==> config.mk <==
export PLATFORM = sky130hd
export DESIGN_NAME = pipeline_debug_controller_flat
export DESIGN_NICKNAME = d
export VERILOG_FILES = /design/src/rtl/pipeline_debug_pkg.sv /design/src/rtl/pipeline_debug_controller_if.sv /design/src/rtl/pipeline_debug_controller_serializer.sv /design/src/rtl/pipeline_debug_controller.sv /design/src/flat_wrapper.sv
export SDC_FILE = /design/constraint.sdc
export NUM_CORES = 1
export LEC_CHECK = 0
export BUFFER_PORTS_ARGS = -buffer_cell sky130_fd_sc_hd__clkbuf_2
export CORE_MARGIN = 4
export CORE_UTILIZATION = 53
export CTS_BUF_LIST = sky130_fd_sc_hd__clkbuf_8
export DETAILED_ROUTE_END_ITERATION = 16
export PLACE_DENSITY_LB_ADDON = 0.3
export SETUP_SLACK_MARGIN = 0.5
export SLEW_MARGIN = 5
export SYNTH_ARGS = -nofsm -noshare
export SYNTH_HDL_FRONTEND = slang
export SYNTH_SLANG_ARGS = --single-unit
export TNS_END_PERCENT = 10
==> constraint.sdc <==
create_clock -name i_clk -period 1.8 [get_ports i_clk]
set_input_delay 0.09 -clock i_clk [delete_from_list [all_inputs] [get_ports i_clk]]
set_output_delay 0.09 -clock i_clk [all_outputs]
set_load 0.03 [all_outputs]
==> src/rtl/pipeline_debug_pkg.sv <==
// Command codes, dump framing constants and FSM encoding shared by the
// pipeline debug controller and its bench.
package pipeline_debug_pkg;

  localparam logic [7:0] CMD_RUN   = 8'h43;  // 'C'
  localparam logic [7:0] CMD_STEP  = 8'h53;  // 'S'
  localparam logic [7:0] CMD_DUMP  = 8'h44;  // 'D'
  localparam logic [7:0] CMD_FLUSH = 8'h46;  // 'F'

  localparam logic [7:0] DUMP_HEADER = 8'hA5;
  localparam int         DUMP_WORDS  = 34;   // 32 GPRs, PC, cycle count
  localparam int         NB_CYCLE    = 32;

  typedef enum logic [2:0] {
    ST_IDLE,
    ST_RUN,
    ST_STEP,
    ST_DUMP_HDR,
    ST_RD_WAIT,
    ST_SEND
  } dbg_state_e;

endpackage

==> src/rtl/pipeline_debug_controller_if.sv <==
// Link, pipeline-control and debug-read signals of the debug controller.
// Names are seen from the controller: i_* flow in, o_* flow out.
interface pipeline_debug_controller_if #(
  parameter int NB_DATA           = 32,
  parameter int NB_ADDRESS        = 32,
  parameter int N_REGISTERS       = 32,
  parameter int NB_ADDR_REGISTERS = $clog2(N_REGISTERS),
  parameter int NB_BYTE           = 8
);

  logic [NB_BYTE-1:0]           i_rx_data;
  logic                         i_rx_valid;
  logic                         o_rx_ready;
  logic [NB_BYTE-1:0]           o_tx_data;
  logic                         o_tx_valid;
  logic                         i_tx_ready;
  logic                         o_pipe_en;
  logic                         o_pipe_flush;
  logic                         i_halt;
  logic [NB_ADDRESS-1:0]        i_pc;
  logic [NB_ADDR_REGISTERS-1:0] o_reg_addr;
  logic [NB_DATA-1:0]           i_reg_data;
  logic                         o_busy;

  modport slave (
    input  i_rx_data, i_rx_valid, i_tx_ready, i_halt, i_pc, i_reg_data,
    output o_rx_ready, o_tx_data, o_tx_valid, o_pipe_en, o_pipe_flush,
           o_reg_addr, o_busy
  );

  modport master (
    output i_rx_data, i_rx_valid, i_tx_ready, i_halt, i_pc, i_reg_data,
    input  o_rx_ready, o_tx_data, o_tx_valid, o_pipe_en, o_pipe_flush,
           o_reg_addr, o_busy
  );

endinterface

==> src/rtl/pipeline_debug_controller_serializer.sv <==
// Loads one word and streams its low nbytes_i bytes LSB first over a
// valid/ready byte link; the byte on tx_data_o holds until it is taken.
module debug_word_serializer #(
  parameter  int NB_DATA = 32,
  parameter  int NB_BYTE = 8,
  localparam int N_BYTES = NB_DATA / NB_BYTE,
  localparam int NB_CNT  = $clog2(N_BYTES + 1)
) (
  input  logic               clk_i,
  input  logic               rst_ni,
  input  logic               load_i,
  input  logic [NB_DATA-1:0] word_i,
  input  logic [NB_CNT-1:0]  nbytes_i,
  output logic               busy_o,
  output logic [NB_BYTE-1:0] tx_data_o,
  output logic               tx_valid_o,
  input  logic               tx_ready_i
);

  logic [NB_DATA-1:0] shift_q;
  logic [NB_CNT-1:0]  left_q;

  assign busy_o     = (left_q != '0);
  assign tx_valid_o = busy_o;
  assign tx_data_o  = shift_q[NB_BYTE-1:0];

  // Loads are ignored while a word is still draining.
  always_ff @(posedge clk_i or negedge rst_ni) begin
    if (!rst_ni) begin
      shift_q <= '0;
      left_q  <= '0;
    end else if (load_i && !busy_o) begin
      shift_q <= word_i;
      left_q  <= nbytes_i;
    end else if (busy_o && tx_ready_i) begin
      shift_q <= shift_q >> NB_BYTE;
      left_q  <= left_q - NB_CNT'(1);
    end
  end

endmodule

==> src/rtl/pipeline_debug_controller.sv <==
// Byte-command debug sequencer: run/step/flush the pipeline through its
// clock-enable and stream a header + 34-word state dump back over the link.
module pipeline_debug_controller
  import pipeline_debug_pkg::*;
#(
  parameter int                  NB_DATA           = 32,
  parameter int                  NB_ADDRESS        = 32,
  parameter int                  N_REGISTERS       = 32,
  parameter int                  NB_ADDR_REGISTERS = $clog2(N_REGISTERS),
  parameter int                  NB_BYTE           = 8,
  parameter logic [NB_CYCLE-1:0] CYCLE_CNT_INIT    = '0
) (
  input  logic                        i_clk,
  input  logic                        i_reset_n,
  pipeline_debug_controller_if.slave  dbg
);

  localparam int N_WORDS = DUMP_WORDS;
  localparam int NB_IDX  = $clog2(N_WORDS);
  localparam int N_BYTES = NB_DATA / NB_BYTE;
  localparam int NB_CNT  = $clog2(N_BYTES + 1);

  dbg_state_e                   state_q, state_d;
  logic                         pipe_en_q, pipe_en_d;
  logic                         flush_q, flush_d;
  logic                         halted_q, halted_d;
  logic                         loaded_q, loaded_d;
  logic [NB_CYCLE-1:0]          cnt_q, cnt_d;
  logic [NB_CYCLE-1:0]          snap_q, snap_d;
  logic [NB_IDX-1:0]            idx_q, idx_d, idx_nxt;
  logic [NB_ADDR_REGISTERS-1:0] addr_q, addr_d;

  logic                         rx_fire;
  logic                         ser_load, ser_busy, tx_valid;
  logic [NB_DATA-1:0]           ser_word, slot_word;
  logic [NB_CNT-1:0]            ser_nbytes;
  logic [NB_BYTE-1:0]           tx_data;
  logic [NB_ADDRESS-1:0]        pc;

  assign rx_fire = dbg.i_rx_valid && (state_q == ST_IDLE);
  assign idx_nxt = idx_q + NB_IDX'(1);
  assign pc      = dbg.i_pc;

  // Slot contents: GPRs from the debug read port, then live PC, then the
  // cycle count captured when the frame started.
  always_comb begin
    if (idx_q < NB_IDX'(N_REGISTERS))       slot_word = dbg.i_reg_data;
    else if (idx_q == NB_IDX'(N_REGISTERS)) slot_word = NB_DATA'(pc);
    else                                    slot_word = NB_DATA'(snap_q);
  end

  always_comb begin
    state_d    = state_q;
    pipe_en_d  = 1'b0;
    flush_d    = 1'b0;
    halted_d   = halted_q;
    loaded_d   = loaded_q;
    cnt_d      = pipe_en_q ? cnt_q + NB_CYCLE'(1) : cnt_q;
    snap_d     = snap_q;
    idx_d      = idx_q;
    addr_d     = addr_q;
    ser_load   = 1'b0;
    ser_word   = '0;
    ser_nbytes = '0;
    unique case (state_q)
      ST_IDLE: begin
        if (rx_fire) begin
          case (dbg.i_rx_data)
            CMD_RUN: if (!halted_q) begin
              state_d   = ST_RUN;
              pipe_en_d = 1'b1;
            end
            CMD_STEP: if (!halted_q) begin
              state_d   = ST_STEP;
              pipe_en_d = 1'b1;
            end
            CMD_DUMP: state_d = ST_DUMP_HDR;
            CMD_FLUSH: begin
              flush_d  = 1'b1;
              cnt_d    = '0;
              halted_d = 1'b0;
            end
            default: ;
          endcase
        end
      end
      ST_RUN: begin
        if (pipe_en_q && dbg.i_halt) begin
          halted_d = 1'b1;
          state_d  = ST_DUMP_HDR;
        end else begin
          pipe_en_d = 1'b1;
        end
      end
      ST_STEP: begin
        halted_d = halted_q | (pipe_en_q & dbg.i_halt);
        state_d  = ST_DUMP_HDR;
      end
      ST_DUMP_HDR: begin
        if (!ser_busy) begin
          ser_load   = 1'b1;
          ser_word   = NB_DATA'(DUMP_HEADER);
          ser_nbytes = NB_CNT'(1);
          snap_d     = cnt_q;
          idx_d      = '0;
          addr_d     = '0;
          state_d    = ST_RD_WAIT;
        end
      end
      ST_RD_WAIT: begin
        loaded_d = 1'b0;
        state_d  = ST_SEND;
      end
      ST_SEND: begin
        // The read address stays put, so the word is still valid if the
        // header or previous word is slow to drain.
        if (!loaded_q) begin
          if (!ser_busy) begin
            ser_load   = 1'b1;
            ser_word   = slot_word;
            ser_nbytes = NB_CNT'(N_BYTES);
            loaded_d   = 1'b1;
          end
        end else if (!ser_busy) begin
          if (idx_q == NB_IDX'(N_WORDS - 1)) begin
            state_d = ST_IDLE;
          end else begin
            idx_d   = idx_nxt;
            addr_d  = idx_nxt[NB_ADDR_REGISTERS-1:0];
            state_d = ST_RD_WAIT;
          end
        end
      end
      default: state_d = ST_IDLE;
    endcase
  end

  always_ff @(posedge i_clk or negedge i_reset_n) begin
    if (!i_reset_n) begin
      state_q   <= ST_IDLE;
      pipe_en_q <= 1'b0;
      flush_q   <= 1'b0;
      halted_q  <= 1'b0;
      loaded_q  <= 1'b0;
      cnt_q     <= CYCLE_CNT_INIT;
      snap_q    <= '0;
      idx_q     <= '0;
      addr_q    <= '0;
    end else begin
      state_q   <= state_d;
      pipe_en_q <= pipe_en_d;
      flush_q   <= flush_d;
      halted_q  <= halted_d;
      loaded_q  <= loaded_d;
      cnt_q     <= cnt_d;
      snap_q    <= snap_d;
      idx_q     <= idx_d;
      addr_q    <= addr_d;
    end
  end

  debug_word_serializer #(
    .NB_DATA (NB_DATA),
    .NB_BYTE (NB_BYTE)
  ) u_ser (
    .clk_i      (i_clk),
    .rst_ni     (i_reset_n),
    .load_i     (ser_load),
    .word_i     (ser_word),
    .nbytes_i   (ser_nbytes),
    .busy_o     (ser_busy),
    .tx_data_o  (tx_data),
    .tx_valid_o (tx_valid),
    .tx_ready_i (dbg.i_tx_ready)
  );

  assign dbg.o_rx_ready   = (state_q == ST_IDLE);
  assign dbg.o_busy       = (state_q != ST_IDLE);
  assign dbg.o_pipe_en    = pipe_en_q;
  assign dbg.o_pipe_flush = flush_q;
  assign dbg.o_reg_addr   = addr_q;
  assign dbg.o_tx_data    = tx_data;
  assign dbg.o_tx_valid   = tx_valid;

endmodule

==> src/flat_wrapper.sv <==
// flat-port wrapper written by rule: the top's interface ports become plain ports
module pipeline_debug_controller_flat import pipeline_debug_pkg::*;
#(
  parameter int                  NB_DATA           = 32,
  parameter int                  NB_ADDRESS        = 32,
  parameter int                  N_REGISTERS       = 32,
  parameter int                  NB_ADDR_REGISTERS = $clog2(N_REGISTERS),
  parameter int                  NB_BYTE           = 8,
  parameter logic [NB_CYCLE-1:0] CYCLE_CNT_INIT    = '0
)
  (i_clk, i_reset_n, dbg_i_rx_data, dbg_i_rx_valid, dbg_i_tx_ready, dbg_i_halt, dbg_i_pc, dbg_i_reg_data, dbg_o_rx_ready, dbg_o_tx_data, dbg_o_tx_valid, dbg_o_pipe_en, dbg_o_pipe_flush, dbg_o_reg_addr, dbg_o_busy);
  pipeline_debug_controller_if #(.NB_DATA(NB_DATA), .NB_ADDRESS(NB_ADDRESS), .N_REGISTERS(N_REGISTERS), .NB_ADDR_REGISTERS(NB_ADDR_REGISTERS), .NB_BYTE(NB_BYTE)) dbg_i ();
  input  logic i_clk;
  input  logic i_reset_n;
  input wire logic [$bits(dbg_i.i_rx_data)-1:0] dbg_i_rx_data;
  input wire logic [$bits(dbg_i.i_rx_valid)-1:0] dbg_i_rx_valid;
  input wire logic [$bits(dbg_i.i_tx_ready)-1:0] dbg_i_tx_ready;
  input wire logic [$bits(dbg_i.i_halt)-1:0] dbg_i_halt;
  input wire logic [$bits(dbg_i.i_pc)-1:0] dbg_i_pc;
  input wire logic [$bits(dbg_i.i_reg_data)-1:0] dbg_i_reg_data;
  output wire logic [$bits(dbg_i.o_rx_ready)-1:0] dbg_o_rx_ready;
  output wire logic [$bits(dbg_i.o_tx_data)-1:0] dbg_o_tx_data;
  output wire logic [$bits(dbg_i.o_tx_valid)-1:0] dbg_o_tx_valid;
  output wire logic [$bits(dbg_i.o_pipe_en)-1:0] dbg_o_pipe_en;
  output wire logic [$bits(dbg_i.o_pipe_flush)-1:0] dbg_o_pipe_flush;
  output wire logic [$bits(dbg_i.o_reg_addr)-1:0] dbg_o_reg_addr;
  output wire logic [$bits(dbg_i.o_busy)-1:0] dbg_o_busy;
  assign dbg_i.i_rx_data = dbg_i_rx_data;
  assign dbg_i.i_rx_valid = dbg_i_rx_valid;
  assign dbg_i.i_tx_ready = dbg_i_tx_ready;
  assign dbg_i.i_halt = dbg_i_halt;
  assign dbg_i.i_pc = dbg_i_pc;
  assign dbg_i.i_reg_data = dbg_i_reg_data;
  assign dbg_o_rx_ready = dbg_i.o_rx_ready;
  assign dbg_o_tx_data = dbg_i.o_tx_data;
  assign dbg_o_tx_valid = dbg_i.o_tx_valid;
  assign dbg_o_pipe_en = dbg_i.o_pipe_en;
  assign dbg_o_pipe_flush = dbg_i.o_pipe_flush;
  assign dbg_o_reg_addr = dbg_i.o_reg_addr;
  assign dbg_o_busy = dbg_i.o_busy;
  pipeline_debug_controller #(.NB_DATA(NB_DATA), .NB_ADDRESS(NB_ADDRESS), .N_REGISTERS(N_REGISTERS), .NB_ADDR_REGISTERS(NB_ADDR_REGISTERS), .NB_BYTE(NB_BYTE), .CYCLE_CNT_INIT(CYCLE_CNT_INIT)) u_core (.i_clk(i_clk), .i_reset_n(i_reset_n), .dbg(dbg_i));
endmodule
==> metrics.md, run 1 <==
| Metric | Value |
|---|---|
| Hold WC Path Type | input port to flip-flop |
| Post-synth top area cell | dfrtp_1 |
| Worst-Skew Late Latency | ~0.38 ns |
| Vias in the first global route | between 5000 and 6000 |
| Critical-path top delay cell | dfrtp_1 |
| Syn avg cell area | 8.733 um^2 |
| Synth Flop Type | dfrtp_1 |
| Vias | around 5400 |
| Final nets | about 860 |
| PnR Total Power | 10450 uW |
| Hold Crit Start | dbg_i_reg_data[14] |
| Ys async rst share | 1.000 |
| Syn Std Cell Area | 0.005973 mm^2 |
| Reg2Reg Depth | 8 |
| Max Clock Freq | 0.5314 GHz |
| Final WL | 16230 um |
| Cell variety after synth | 54 |
| Worst-margin pin slew | 0.4651 ns |
| CTS clk-pin slew, worst paths | approximately 0.11 ns |
| Worst Path Class, Setup | flip-flop to flip-flop |
| CTS tree | done |
| Fin crit share | 1.045 |
| Row cnt | 38 |
| Hold_ws | ~0.041 ns |
| Seq cells post-synth | 112 |
| Crit path DAT | 2.14 ns |
| DRC | 0 |
| Cell Chain, Critical Path | inv_2, ha_4, nand3b_1, nor4_4, buf_6, buf_12, nand2b_1, a32o_1 |
| Power Density | roughly 1400 mW/mm^2 |
| Largest net degree at the start of global routing | 50 |
| Post-synth EDFFs | 0 |
| Crit-path max FO | 5 |
| Final WS setup | -0.08171 ns |
| Maximum root-to-sink buffer count | 2 |
| Max-Cap Viols | 0 |
| First-pass GRT wire length | about 26000 um |
| Congestion Overflow GR | 0 |
| Top cells by area, synth | dfrtp_1, nand2_1, xor2_1 |
| Clock Skew | about 0.017 ns |
| DP HPWL | ~11000 um |
| RD Place Congestion | 0.9466 |
| Fillers | about 780 |
| Commonest cells in the netlist | nand2_1, dfrtp_1, nor2_1 |
| Rel. slew slack | 0.6876 |
| Initial antenna violation count | 0 |
| Type of origin of the critical path | flip-flop |
| TritonRoute pass-1 iters | 5 |
| Reg2Reg Setup Slack | -0.08 ns |
| IR Drop Worst-Case VDD | approximately 0.75 mV |
| Die ar. | ~0.013 mm^2 |
| Post-synth top area share | 0.4692 |
| Total of warnings raised by yosys | 0 |
| Time the worst path needs with I/O delays and setup | 1.882 ns |
| Setup TNS | -0.9281 ns |
| CP top delay family | simple AND/OR/NAND/NOR gates |
| # diodes | 0 |
| Fin. max-slew vios | 0 |
| Final Hold Fails | 0 |
| Worst R2R End | u_core.u_ser.shift_q[5]$_DFFE_PN0P_ |
| Final-report setup violation count | 44 |
| Core area | approximately 0.011 mm^2 |
| Buf+Inv Stages, Crit Path | 3 |
| Hold Path Cell Cnt | 3 |
| Hold EP | u_core.u_ser.shift_q[14]$_DFFE_PN0P_ |
| P&R area growth vs syn | 29.45% |
| Total track usage | 0.2497 |
| Count leader, synth | nand2_1 |
| Crit end category | flip-flop |
| CTS H-Tree Depth | 3 |
| Worst slack at placement | -0.09154 ns |
| Clock buffer count from CTS | 9 |
| Sequential share of the synthesized area | 0.4692 |
| DR WL/cell | 17.57 um |
| Max incr delay on CP | ~0.41 ns |
| Status | complete, but fails checks |
| Initial Util | 0.5462 |
| Clock Sinks | between 100 and 150 |
| Initial drt markers | 520 |
| Failing checks | negative setup slack |
| I/O Buffers | 94 |
| Share of cells above drive strength 1 | 0.3852 |
| R2r startpoint | u_core.u_ser.left_q[0]$_DFFE_PN0P_ |
| Vias per Instance | roughly 5.8 |
| CP Data Required Time | 2.06 ns |
| P_leak | approximately 0.0036 uW |
| Design area | between 0.007 and 0.008 mm^2 |
| Unrepaired setup endpoints after global routing | true |
| Die X | between 100 and 150 um |
| I/O pins | between 90 and 100 |
| Routed Antenna Nets | 0 |
| Syn Inst Count | 684 |
| Root buffer cell | clkbuf_8 |
| DIE HEIGHT | ~110 um |
| DP Area | approximately 0.0067 mm^2 |
| Synth Net Count | 767 |
## per-layer routing
layer	GRT usage	part of all wire	vias up
met5	0	0	-
met4	0.08155	0.028	0
met3	0.04598	0.061	45
met2	0.3970	0.48	209
met1	0.3482	0.43	2643
li1	-	-	2502
## worst reg2reg max path: cells and delay by family (launching register included)
kind	cells	cell delay, ns
compound gates	1	0.22
buf+inv	3	0.40
fa+ha+maj	1	0.14
simple gates	3	0.61
flops	1	0.41
## how the worst max path moves through the flow
stage               slack [ns]                               start                                    to  cells past startpoint
floorplan                0.006  u_core.u_ser.left_q[0]$_DFFE_PN0P_  u_core.u_ser.shift_q[18]$_DFFE_PN0P_                      8
global placement         -0.01  u_core.u_ser.left_q[0]$_DFFE_PN0P_  u_core.u_ser.shift_q[28]$_DFFE_PN0P_                      7
detailed placement       -0.09  u_core.u_ser.left_q[0]$_DFFE_PN0P_   u_core.u_ser.shift_q[5]$_DFFE_PN0P_                      7
CTS                      -0.02  u_core.u_ser.left_q[0]$_DFFE_PN0P_   u_core.u_ser.shift_q[5]$_DFFE_PN0P_                      8
global route             -0.17  u_core.u_ser.left_q[0]$_DFFE_PN0P_   u_core.u_ser.shift_q[5]$_DFFE_PN0P_                      8
finish                   -0.08  u_core.u_ser.left_q[0]$_DFFE_PN0P_   u_core.u_ser.shift_q[5]$_DFFE_PN0P_                      8
## cells by family after synthesis
logic type               share of synthesized area
AND/OR/NAND/NOR                             0.2713
AO/OA/AOI/OAI                               0.1318
flip-flops                                  0.4692
buffers and inverters                      0.05509
XOR/XNOR                                   0.04839
multiplexers                               0.01173
adder cells (fa/ha/maj)                    0.01257
## where the power goes
part | internal [uW] | switching (uW)
combinational | 1970 | 2640
clock | 506 | 852
sequential | 3530 | 956
total | 6000 | 4450
## what timing repair did
item                       CTS  global route
resized for setup          157            45
hold endpoints to repair    35             0
hold buffers                 1             0
cloned                       1             2
pin swaps                  180            63
buffers inserted             5             4
setup endpoints to repair  114           115
## flip-flops by register name (all words and copies together), names as in the netlist
signal,count
u_core.halted_q,1
u_core.u_ser.shift_q,32
u_core.u_ser.left_q,3
u_core.state_q,3
u_core.dbg.o_pipe_flush,1
u_core.snap_q,32
u_core.dbg.o_pipe_en,1
u_core.dbg.o_reg_addr,4
u_core.loaded_q,1
u_core.idx_q,2
u_core.cnt_q,32
## per-stage QoR
step                  util  std cells
finish              0.7071        924
global placement    0.6164        896
floorplan                -        684
CTS                 0.6876        918
global route        0.7071        924
detailed placement  0.6164        896
## placed cells by master, fill, tap and decap left out, types with 4 or more instances in the layout
cell / count
nand2_1: 137
o21ai_0: 12
clkbuf_8: 11
o21ai_2: 8
nor2_4: 6
a21oi_2: 6
dfrtp_2: 16
nand3_1: 10
o22ai_1: 7
xor2_2: 4
buf_6: 9
mux2i_1: 7
o21ai_1: 16
a32o_1: 4
xor2_1: 22
clkbuf_2: 89
nor3_1: 4
inv_1: 7
a21o_1: 13
nand4_1: 16
dfrtp_1: 96
a21oi_1: 15
buf_12: 11
nor2_2: 7
nand3_2: 5
nand2_2: 36
nand2_4: 22
nor2_1: 45
o22a_1: 15
and3_1: 11
a31oi_1: 9
xnor2_1: 5
buf_4: 22
and4_1: 4
nand2b_4: 4
## area by class of cell
cell class                      instances  area [um^2]  area share
Multi-Input combinational cell        509         3468      0.4485
Sequential cell                       112         2823      0.3650
Timing Repair Buffer                  139         1060      0.1371
Tap cell                              140        175.2     0.02265
Clock buffer                            9        123.9     0.01602
Clock inverter                          6        48.80    0.006311
Inverter                                9        33.78    0.004369
No activity file was read; power rests on OpenSTA's default activity.
==> run 2: changes to the inputs <==
- REMOVE_ABC_BUFFERS: not set -> 1
- SYNTH_HIERARCHICAL: not set -> 1
==> metrics.md, run 2 <==
| Metric | Value |
|---|---|
| DR WL/cell | between 15 and 20 um |
| Worst-Skew Late Latency | ~0.40 ns |
| Row cnt | 39 |
| DP HPWL | about 12000 um |
| Post-Synth Adder-Cell Area | 0.01224 |
| Setup TNS | -14.07 ns |
| Post-synth top area cell | dfrtp_1 |
| Die X | 115.6 um |
| Seq cells post-synth | between 100 and 150 |
| Max incr delay on CP | 0.38 ns |
| # diodes | 0 |
| Critical path depth | 11 |
| Commonest non-fill, non-tap cell in the layout | dfrtp_1 |
| Syn Std Cell Area | just over 0.006 mm^2 |
| Compound-gate portion of the synthesized area | 0.1659 |
| Syn avg cell area | about 9.5 um^2 |
| Cell Chain, Critical Path | inv_2, ha_4, and2b_2, inv_2, and4bb_2, nand2b_1, nand2_1, and3b_2, a21o_4, clkbuf_16, o221a_1 |
| CTS tree | done |
| Critical-path top delay cell | dfrtp_1 |
| Syn Inst Count | about 650 |
| Unrepaired setup endpoints after global routing | true |
| First-pass GRT wire length | about 28000 um |
| DRC | 0 |
| Type of origin of the critical path | flip-flop |
| Failing checks | negative setup slack |
| Largest registers | u_core/cnt_q x32, u_core/snap_q x32, u_core/u_ser/shift_q x32 |
| Rel. slew slack | 0.5890 |
| Final nets | 855 |
| P&R area growth vs syn | 27.70% |
| Clock network fraction of total power | 0.148 |
| IR Drop Worst-Case VDD | ~0.9 mV |
| Status | complete, but fails checks |
| CTS H-Tree Depth | 3 |
| Post-synthesis xor/xnor area fraction | 0.02142 |
| Design area | approximately 0.0078 mm^2 |
| Leading cell types in the layout, fill and taps excluded | dfrtp_1, nand2_1, clkbuf_2, buf_4, nor2_1 |
| Flop pwr share | 0.404 |
| Clock buffer count from CTS | 9 |
| Count leader, synth | dfrtp_1 |
| I/O Buffers | 94 |
| Vias in the first global route | approximately 5500 |
| Time the worst path needs with I/O delays and setup | between 2 and 2.5 ns |
| Routed Antenna Nets | 0 |
| Hold WC Path Type | input port to flip-flop |
| Sw Pwr | 3961 uW |
| Placed cells | 891 |
| Initial antenna violation count | 0 |
| DIE HEIGHT | around 120 um |
| Worst path most repeated cell | inv_2 |
| Clock Skew | 0.01407 ns |
| Ys async rst share | 1.000 |
| Combinational power share | 0.448 |
| Vias per Instance | about 6 |
| Pint | ~6000 uW |
| Total of warnings raised by yosys | 6 |
| DP Area | about 0.0071 mm^2 |
| Worst slack at placement | -0.3605 ns |
| Largest net degree at the start of global routing | 53 |
| Final-report setup violation count | between 70 and 80 |
| Commonest cells in the netlist | dfrtp_1, nand2_1, nor2_1 |
| Sequential share of the synthesized area | 0.4570 |
| Crit-path max FO | 5 |
| Vias | 5430 |
| Fin. max-slew vios | 0 |
| Core area | roughly 0.011 mm^2 |
| Post-synth EDFFs | 0 |
| Switching share of total power | 0.3993 |
| Root buffer cell | clkbuf_8 |
| Mux contribution to synthesized area | 0.05263 |
| Share of cells above drive strength 1 | 0.3333 |
| CP top delay family | simple AND/OR/NAND/NOR gates |
| Largest family of logic cells by synthesized area | simple AND/OR/NAND/NOR gates |
| P_leak | between 0.003 and 0.004 uW |
| Crit path DAT | about 2.5 ns |
| Clock Sinks | roughly 110 |
| Post-synth top area share | 0.4570 |
| Hold_ws | about 0.12 ns |
| Final WS setup | -0.4076 ns |
| TritonRoute pass-1 iters | 5 |
| Congestion Overflow GR | 0 |
| Worst Path Class, Setup | flip-flop to flip-flop |
| Fillers | just under 900 |
| Maximum root-to-sink buffer count | 2 |
| Initial Util | 0.5395 |
| Max Clock Freq | ~0.45 GHz |
| Max-Cap Viols | 0 |
| CTS clk-pin slew, worst paths | 0.12 ns |
| Reg2Reg Depth | 11 |
| Total track usage | 0.2680 |
| Synth Flop Type | dfrtp_1 |
| Fin crit share | 1.226 |
| Worst-margin pin slew | between 0.6 and 0.7 ns |
| Die ar. | around 0.013 mm^2 |
| Buf+Inv Stages, Crit Path | 3 |
| RD Place Congestion | 0.8912 |
| I/O pins | between 90 and 100 |
| Power Density | 1266 mW/mm^2 |
| CP Data Required Time | roughly 2.1 ns |
| Finished Layout Cells | between 900 and 1000 |
| Top cells by area, synth | dfrtp_1, nand2_1, mux2i_1 |
| Crit end category | flip-flop |
| Hold Path Cell Cnt | 4 |
| Final Hold Fails | 0 |
| Synth Area in Simple Gates | 0.2234 |
| Initial drt markers | around 600 |
| Cell variety after synth | 52 |
| Final WL | between 15000 and 20000 um |
run 2: cell types whose count changed after synthesis, sizes merged, moves of 9 or more:
cell	change
a211oi	+31
o21ai	-27
a21o	-12
a22o	+9
o22a	-14
nand2	-86
or3	+27
xor2	-16
mux2i	+23
or4	+15
o31ai	+19
o221a	+26
run 2: worst paths after layout:
| check | from | to | slack, ns |
|---|---|---|---|
| min in group asynchronous | i_reset_n | u_core/idx_q[2]$_DFFE_PN0P_ | 0.21 |
| worst min-delay path | dbg_i_halt | u_core/dbg.o_pipe_en$_DFF_PN0_ | 0.12 |
| worst max-delay path | u_core/u_ser/left_q[1]$_DFFE_PN0P_ | u_core/u_ser/shift_q[21]$_DFFE_PN0P_ | -0.41 |
| worst min register to register | u_core/snap_q[19]$_DFFE_PN0P_ | u_core/snap_q[19]$_DFFE_PN0P_ | 0.49 |
| worst max register to register | u_core/u_ser/left_q[1]$_DFFE_PN0P_ | u_core/u_ser/shift_q[21]$_DFFE_PN0P_ | -0.41 |
| max in group asynchronous | i_reset_n | u_core/snap_q[3]$_DFFE_PN0P_ | 0.92 |
run 2: kinds of logic after synthesis:
kind of cell               after synthesis
xor gates and xnor gates                15
DFF                                    112
buffers and inverters                   78
AOI/OAI and AO/OA                      131
muxes                                   32
other                                    1
and+or+nand+nor                        270
adders and majority gates                6
run 2: area by class of cell:
type | count | area (um^2) | area share
Clock inverter | 7 | 66.31 | 0.008466
Sequential cell | 112 | 2806 | 0.3583
Tap cell | 143 | 178.9 | 0.02284
Multi-Input combinational cell | 455 | 3211 | 0.4099
Inverter | 17 | 66.31 | 0.008466
Clock buffer | 9 | 123.9 | 0.01581
Timing Repair Buffer | 177 | 1380 | 0.1762
run 2: per-stage QoR:
stage                       util  power (uW)
after floorplan                -        6043
after global placement    0.6211        7496
after detailed placement  0.6211        7683
after CTS                 0.6757        9760
after global routing      0.6889       10510
final                     0.6889        9920
run 2: tightest hold or removal path: cells and delay by family:
| family | cells | cell delay, ns |
|---|---|---|
| buf+inv | 1 | 0.08 |
| compound gates | 1 | 0.16 |
| simple gates | 2 | 0.15 |
run 2: metal layers:
layer	vias up	routed length (um)	track usage	part of all wire
met5	-	0	0	0
met4	0	304	0.08138	0.017
met3	28	791	0.05535	0.045
met2	145	8649	0.4383	0.50
met1	2674	7694	0.3615	0.44
li1	2583	-	-	-
run 2: power groups by stage:
stage                     sequential, uW  combinational [uW]  clock [uW]
final                               4010                4440        1470
after global routing                4090                4810        1600
after CTS                           3980                4270        1510
after detailed placement            4010                3670           0
after global placement              3970                3520           0
after floorplan                     4150                1890           0
run 2: what timing repair did:
action	CTS	global route
endpoints found under the setup margin	113	114
hold buffers	1	0
endpoints found under the hold margin	35	0
pin swaps	42	38
setup buffers	6	1
gates resized for setup	71	33
gates cloned	4	1
